<file path="src/rtl/cpu_accel_pkg.sv">
// Shared defaults for the CPU/accelerator FIFO bridge.
`default_nettype none
package cpu_accel_pkg;

  localparam int DEFAULT_DATA_WIDTH     = 16;
  localparam int DEFAULT_ACCEL_ID_WIDTH = 4;

  function automatic bit is_pow2(input int value);
    return (value >= 2) && ((value & (value - 1)) == 0);
  endfunction

endpackage
`default_nettype wire

</file>
<file path="src/rtl/sync_fifo.sv">
// First-word-fall-through synchronous FIFO; refuses push when full and pop when empty.
`default_nettype none
module sync_fifo
  import cpu_accel_pkg::*;
#(
  parameter int DATA_WIDTH = DEFAULT_DATA_WIDTH,
  parameter int DEPTH      = 8
) (
  input  logic                  clk,
  input  logic                  rst,
  input  logic                  push,
  input  logic [DATA_WIDTH-1:0] push_data,
  input  logic                  pop,
  output logic [DATA_WIDTH-1:0] head,
  output logic                  full,
  output logic                  empty
);

  localparam int PTR_W = $clog2(DEPTH);
  localparam int CNT_W = PTR_W + 1;

  logic [DATA_WIDTH-1:0] mem [DEPTH];
  logic [PTR_W-1:0]      wr_ptr;
  logic [PTR_W-1:0]      rd_ptr;
  logic [CNT_W-1:0]      count;
  logic                  do_push;
  logic                  do_pop;

  assign full    = (count == CNT_W'(DEPTH));
  assign empty   = (count == '0);
  assign do_push = push && !full;
  assign do_pop  = pop && !empty;
  assign head    = empty ? '0 : mem[rd_ptr];

  // Storage is left uninitialised; the count alone decides what is valid.
  always_ff @(posedge clk) begin
    if (do_push) begin
      mem[wr_ptr] <= push_data;
    end
  end

  always_ff @(posedge clk or posedge rst) begin
    if (rst) begin
      wr_ptr <= '0;
      rd_ptr <= '0;
      count  <= '0;
    end else begin
      if (do_push) begin
        wr_ptr <= wr_ptr + PTR_W'(1);
      end
      if (do_pop) begin
        rd_ptr <= rd_ptr + PTR_W'(1);
      end
      case ({do_push, do_pop})
        2'b10:   count <= count + CNT_W'(1);
        2'b01:   count <= count - CNT_W'(1);
        default: count <= count;
      endcase
    end
  end

endmodule
`default_nettype wire

</file>
<file path="src/rtl/cpu_accel_fifo.sv">
// CPU-side bridge to one accelerator: TX FIFO towards it, RX FIFO from it, sticky error flag.
`default_nettype none
module cpu_accel_fifo
  import cpu_accel_pkg::*;
#(
  parameter int DATA_WIDTH     = DEFAULT_DATA_WIDTH,
  parameter int DEPTH          = 8,
  parameter int ACCEL_ID_WIDTH = DEFAULT_ACCEL_ID_WIDTH,
  parameter int ACCEL_ID       = 0
) (
  input  logic                      clk,
  input  logic                      rst,
  input  logic [ACCEL_ID_WIDTH-1:0] accel_id,
  output logic                      accel_can_read,
  output logic                      accel_can_write,
  input  logic                      accel_read_enable,
  output logic [DATA_WIDTH-1:0]     accel_read_data,
  input  logic                      accel_write_enable,
  input  logic [DATA_WIDTH-1:0]     accel_write_data,
  output logic                      tx_valid,
  input  logic                      tx_ready,
  output logic [DATA_WIDTH-1:0]     tx_data,
  input  logic                      rx_valid,
  output logic                      rx_ready,
  input  logic [DATA_WIDTH-1:0]     rx_data,
  output logic                      error
);

  logic                  sel;
  logic                  tx_full;
  logic                  tx_empty;
  logic                  rx_full;
  logic                  rx_empty;
  logic [DATA_WIDTH-1:0] rx_head;

  assign sel = (accel_id == ACCEL_ID_WIDTH'(ACCEL_ID));

  // Full/empty checks live inside the FIFOs, so requests are passed through ungated.
  sync_fifo #(
    .DATA_WIDTH (DATA_WIDTH),
    .DEPTH      (DEPTH)
  ) u_tx_fifo (
    .clk       (clk),
    .rst       (rst),
    .push      (sel && accel_write_enable),
    .push_data (accel_write_data),
    .pop       (tx_ready),
    .head      (tx_data),
    .full      (tx_full),
    .empty     (tx_empty)
  );

  sync_fifo #(
    .DATA_WIDTH (DATA_WIDTH),
    .DEPTH      (DEPTH)
  ) u_rx_fifo (
    .clk       (clk),
    .rst       (rst),
    .push      (rx_valid),
    .push_data (rx_data),
    .pop       (sel && accel_read_enable),
    .head      (rx_head),
    .full      (rx_full),
    .empty     (rx_empty)
  );

  assign tx_valid        = !tx_empty;
  assign rx_ready        = !rx_full;
  assign accel_can_read  = sel && !rx_empty;
  assign accel_can_write = sel && !tx_full;
  assign accel_read_data = sel ? rx_head : '0;

  always_ff @(posedge clk or posedge rst) begin
    if (rst) begin
      error <= 1'b0;
    end else if (sel && ((accel_write_enable && tx_full) ||
                         (accel_read_enable && rx_empty))) begin
      error <= 1'b1;
    end
  end

endmodule
`default_nettype wire

</file>
<file path="config.mk">
export PLATFORM = sky130hd
export DESIGN_NAME = cpu_accel_fifo
export DESIGN_NICKNAME = d
export VERILOG_FILES = /design/src/rtl/cpu_accel_pkg.sv /design/src/rtl/sync_fifo.sv /design/src/rtl/cpu_accel_fifo.sv
export SDC_FILE = /design/constraint.sdc
export NUM_CORES = 1
export LEC_CHECK = 0
export ABC_AREA = 0
export CORE_ASPECT_RATIO = 1.2
export CORE_UTILIZATION = 55
export DETAILED_ROUTE_END_ITERATION = 10
export GPL_ROUTABILITY_DRIVEN = 0
export GPL_TIMING_DRIVEN = 0
export PLACE_DENSITY = 0.79
export SLEW_MARGIN = 20
export SYNTH_ARGS = -nofsm -noshare
export SYNTH_HDL_FRONTEND = slang
export SYNTH_SLANG_ARGS = --single-unit
</file>
<file path="constraint.sdc">
create_clock -name clk -period 6.75 [get_ports clk]
set_clock_uncertainty 0.2 [all_clocks]
set_input_delay 0.675 -clock clk [delete_from_list [all_inputs] [get_ports clk]]
set_output_delay 0.675 -clock clk [all_outputs]
set_load 0.05 [all_outputs]
</file>
==> impl_metrics.ini <==
[global_routing]
gr-usage-met1 = 0.246
met3_usage = 0.0434
grt_max_degree = 22
grtUsageMet2 = 0.424
grt_pass1_vias = 5875
top_usage_layer = met2
grt.overflow.total = 0
grtUsageTotal = 0.220
antenna_found_initial = 1
grt_pass1_wl_microns = 32600

[drt]
viasPerCell = 5.95
wl_microns = 21500
routedWlPerCell_microns = 23.1
drt_iter0_markers = 284
drc = 0
route.vias.total = 5536
drtPass1Iterations = 4
ant_nets = 0

[critical_path]
worst_setup_path_start_kind = primary input
crit_type = in -> out
cp_slowest_stage_delay_ps = 820
critPathArrivalTime_ps = 3620
worst_setup_path_end_kind = output pin
critPathSlowestCell = clkdlybuf4s50_1
required_ps = 5880
cp_cell_sequence = clkdlybuf4s50_1 -> or4_1 -> nor3_2 -> buf_2 -> a22o_1 -> clkdlybuf4s50_1
crit_top_cell = clkdlybuf4s50_1
cp_max_fo = 10

[layout]
antenna_cells = 0
area_delta_synth_final_pct = 20.7
final_nets = 702
num-fill-cells = 1227
multiInputGateArea_sq_um = 2610
regArea_sq_um = 8210
final_layout_size_suffix_gt1_frac = 0.273
finalNonFillerCells = 931

[pwr]
power_density_nw_per_um2 = 409
irDropWorstVdd_v = 0.000282
p_leak_nw = 4.40

[placed_design]
port-buffer-count = 78
dp_cells = 882
post-dp-hpwl_microns = 14900
pre_cts_ws_ps = 2220

[cts]
htreeDepth = 1
path_clk_slew_ps = 60
clkSinkCount = 277
clk_latency_ps = 530
cts_setup_buffers = 0
cts-buffers-inserted = 27
cts_buffer_depth = 3
cts-resized-gates = 0
cts_root_buf = clkbuf_16
hold_buffers = 0
cts_tree = done

[hold_path]
hp-class = reg -> reg

[timing]
max_freq_mhz = 223
setup_slack_ps = 2260
hold_viol = 0
grt_setup_unrepaired = no
fin_crit_sh = 0.666
layout_min_cycle_time_ps = 4490
tightest_slew_ps = 898
setup-violations-final = 0
relSlewSlack = 0.401
maxSlewViolCount = 0
timing.hold.ws_ps = 271
tns_ps = 0

[logic_synthesis]
syn_area_sq_um = 11000
ys_ff_latch = 277
yosys-top-cells-area = edfxtp_1 (70%), mux4_2 (13%), dfrtp_1 (4.8%)
syn_nets = 568
synth_edf_count = 256
ys.flop_type = edfxtp_1
avgSynthCellArea_sq_um = 21.3
synth_top_area_frac = 0.701
ys_seq_area_frac = 0.749
ys_async_sr_fraction = 0.0758
synth_area_leader_cell = edfxtp_1
synthCells = 516
synth_cell_types = 43
yosys_warnings = 0

[floorplan]
core_area_sq_um = 19500
rows = 56
pin_count = 79
dieArea_sq_um = 20500
die_x_microns = 131
start_util = 0.561
die_y_microns = 157

[flow_run]
drv_cap = 0

[outcome]
status = finished clean
-- critical path, delay by kind of cell --
family / cells / cell delay (ps)
buffers and inverters: 3 / 1630
and+or+nand+nor: 2 / 1090
AOI/OAI and AO/OA: 1 / 220
-- final cells by class --
cell class                 count  share of cell area
sequential                   277               0.620
multi-input combinational    201               0.197
timing repair buffer         105              0.0777
clock buffer                  37              0.0554
tap                          261              0.0247
buffer                        30              0.0136
clock inverter                12             0.00870
inverter                       8             0.00227
-- state kept, by name (all words and copies together) (netlist names) --
register / cells
u_rx_fifo.rd_ptr: 3
u_tx_fifo.count: 4
u_rx_fifo.mem: 128
u_tx_fifo.wr_ptr: 3
u_tx_fifo.rd_ptr: 3
u_rx_fifo.count: 4
u_rx_fifo.wr_ptr: 3
u_tx_fifo.mem: 128
error: 1
-- power breakdown --
group	leakage [nW]	switching, mW	internal (mW)
clock	0.412	0.600	0.835
combinational	1.42	1.00	0.806
sequential	2.57	0.106	2.07
total	4.40	1.71	3.71
-- Yosys cell counts, types with 2 or more instances --
library cell  instances
or4_1                 4
nor3_1                9
xnor2_1              10
nand2b_1              2
a22o_1               26
nor4_1                3
dfrtp_1              21
inv_1                 8
nand3b_1              3
clkbuf_1             14
buf_2                 9
buf_6                 6
nor2b_1               2
o41ai_1               2
mux4_2               64
edfxtp_1            256
and3_1                2
nor2_1                9
mux2i_1               2
o21a_1                2
nand2_1               5
xor2_1                4
ha_1                 10
or3b_2                2
nand3_1               6
a21o_1                3
o221ai_1              2
mux2_2                5
a2111oi_0             2
a22o_2                6
a21oi_1               2
or4b_2                4
-- cells in the final DEF (no fill, tap or decap), types with 3 or more instances in the layout --
cell             netlist  routed
edfxtp_1             256     256
clkdlybuf4s50_1        0      78
mux4_2                64      64
clkbuf_16              0      27
a22o_1                26      26
clkbuf_1              14      22
dfrtp_1               21      21
buf_6                  6      14
buf_4                  0      13
buf_2                  9      12
xnor2_1               10      10
ha_1                  10      10
nor3_2                 1       9
inv_1                  8       8
a22o_2                 6       6
nand3_1                6       6
nor2_2                 0       6
nand2_1                5       5
mux2_2                 5       5
or4b_2                 4       4
or4_1                  4       4
xor2_1                 4       4
buf_8                  1       4
clkinv_1               0       4
nor2_1                 9       3
nor4_2                 1       3
nand3b_1               3       3
a21o_1                 3       3
clkinv_2               0       3
-- through the flow --
stage	total power [mW]	utilization	instance area, sq um
finish	5.41	0.677	13200
global placement	3.92	0.618	12100
floorplan	3.48	-	11000
detailed placement	4.03	0.634	12400
CTS	5.46	0.677	13200
global route	5.63	0.677	13200
-- cell families (layout without fill, tap and decap cells) --
family,Yosys count,count (layout),synth area share
adders and majority gates,10,10,0.0114
AOI/OAI and AO/OA,46,46,0.0362
buffers and inverters,38,192,0.0192
muxes,72,72,0.139
xor gates and xnor gates,14,14,0.0112
and+or+nand+nor,59,59,0.0337
DFF,277,277,0.749
-- final timing paths --
kind,to,slack (ps),cells past startpoint,startpoint
max,accel_read_data[9],2260,6,accel_id[3]
min,error$_DFFE_PP0P_,270,1,error$_DFFE_PP0P_
max reg2reg,u_rx_fifo.count[3]$_DFFE_PP0P_,3520,9,u_rx_fifo.count[2]$_DFFE_PP0P_
min reg2reg,error$_DFFE_PP0P_,270,1,error$_DFFE_PP0P_
max in group asynchronous,u_tx_fifo.rd_ptr[2]$_DFFE_PP0P_,5320,2,rst
min in group asynchronous,u_rx_fifo.rd_ptr[0]$_DFFE_PP0P_,480,2,rst
-- metal layers --
metal  vias up  routed length, microns
met5         -                      11
met1      2861                    7650
li1       2430                       -
met3        32                    1410
met2       211                   12100
met4         2                     296
Note: power is estimated with default switching activity, not from simulation.
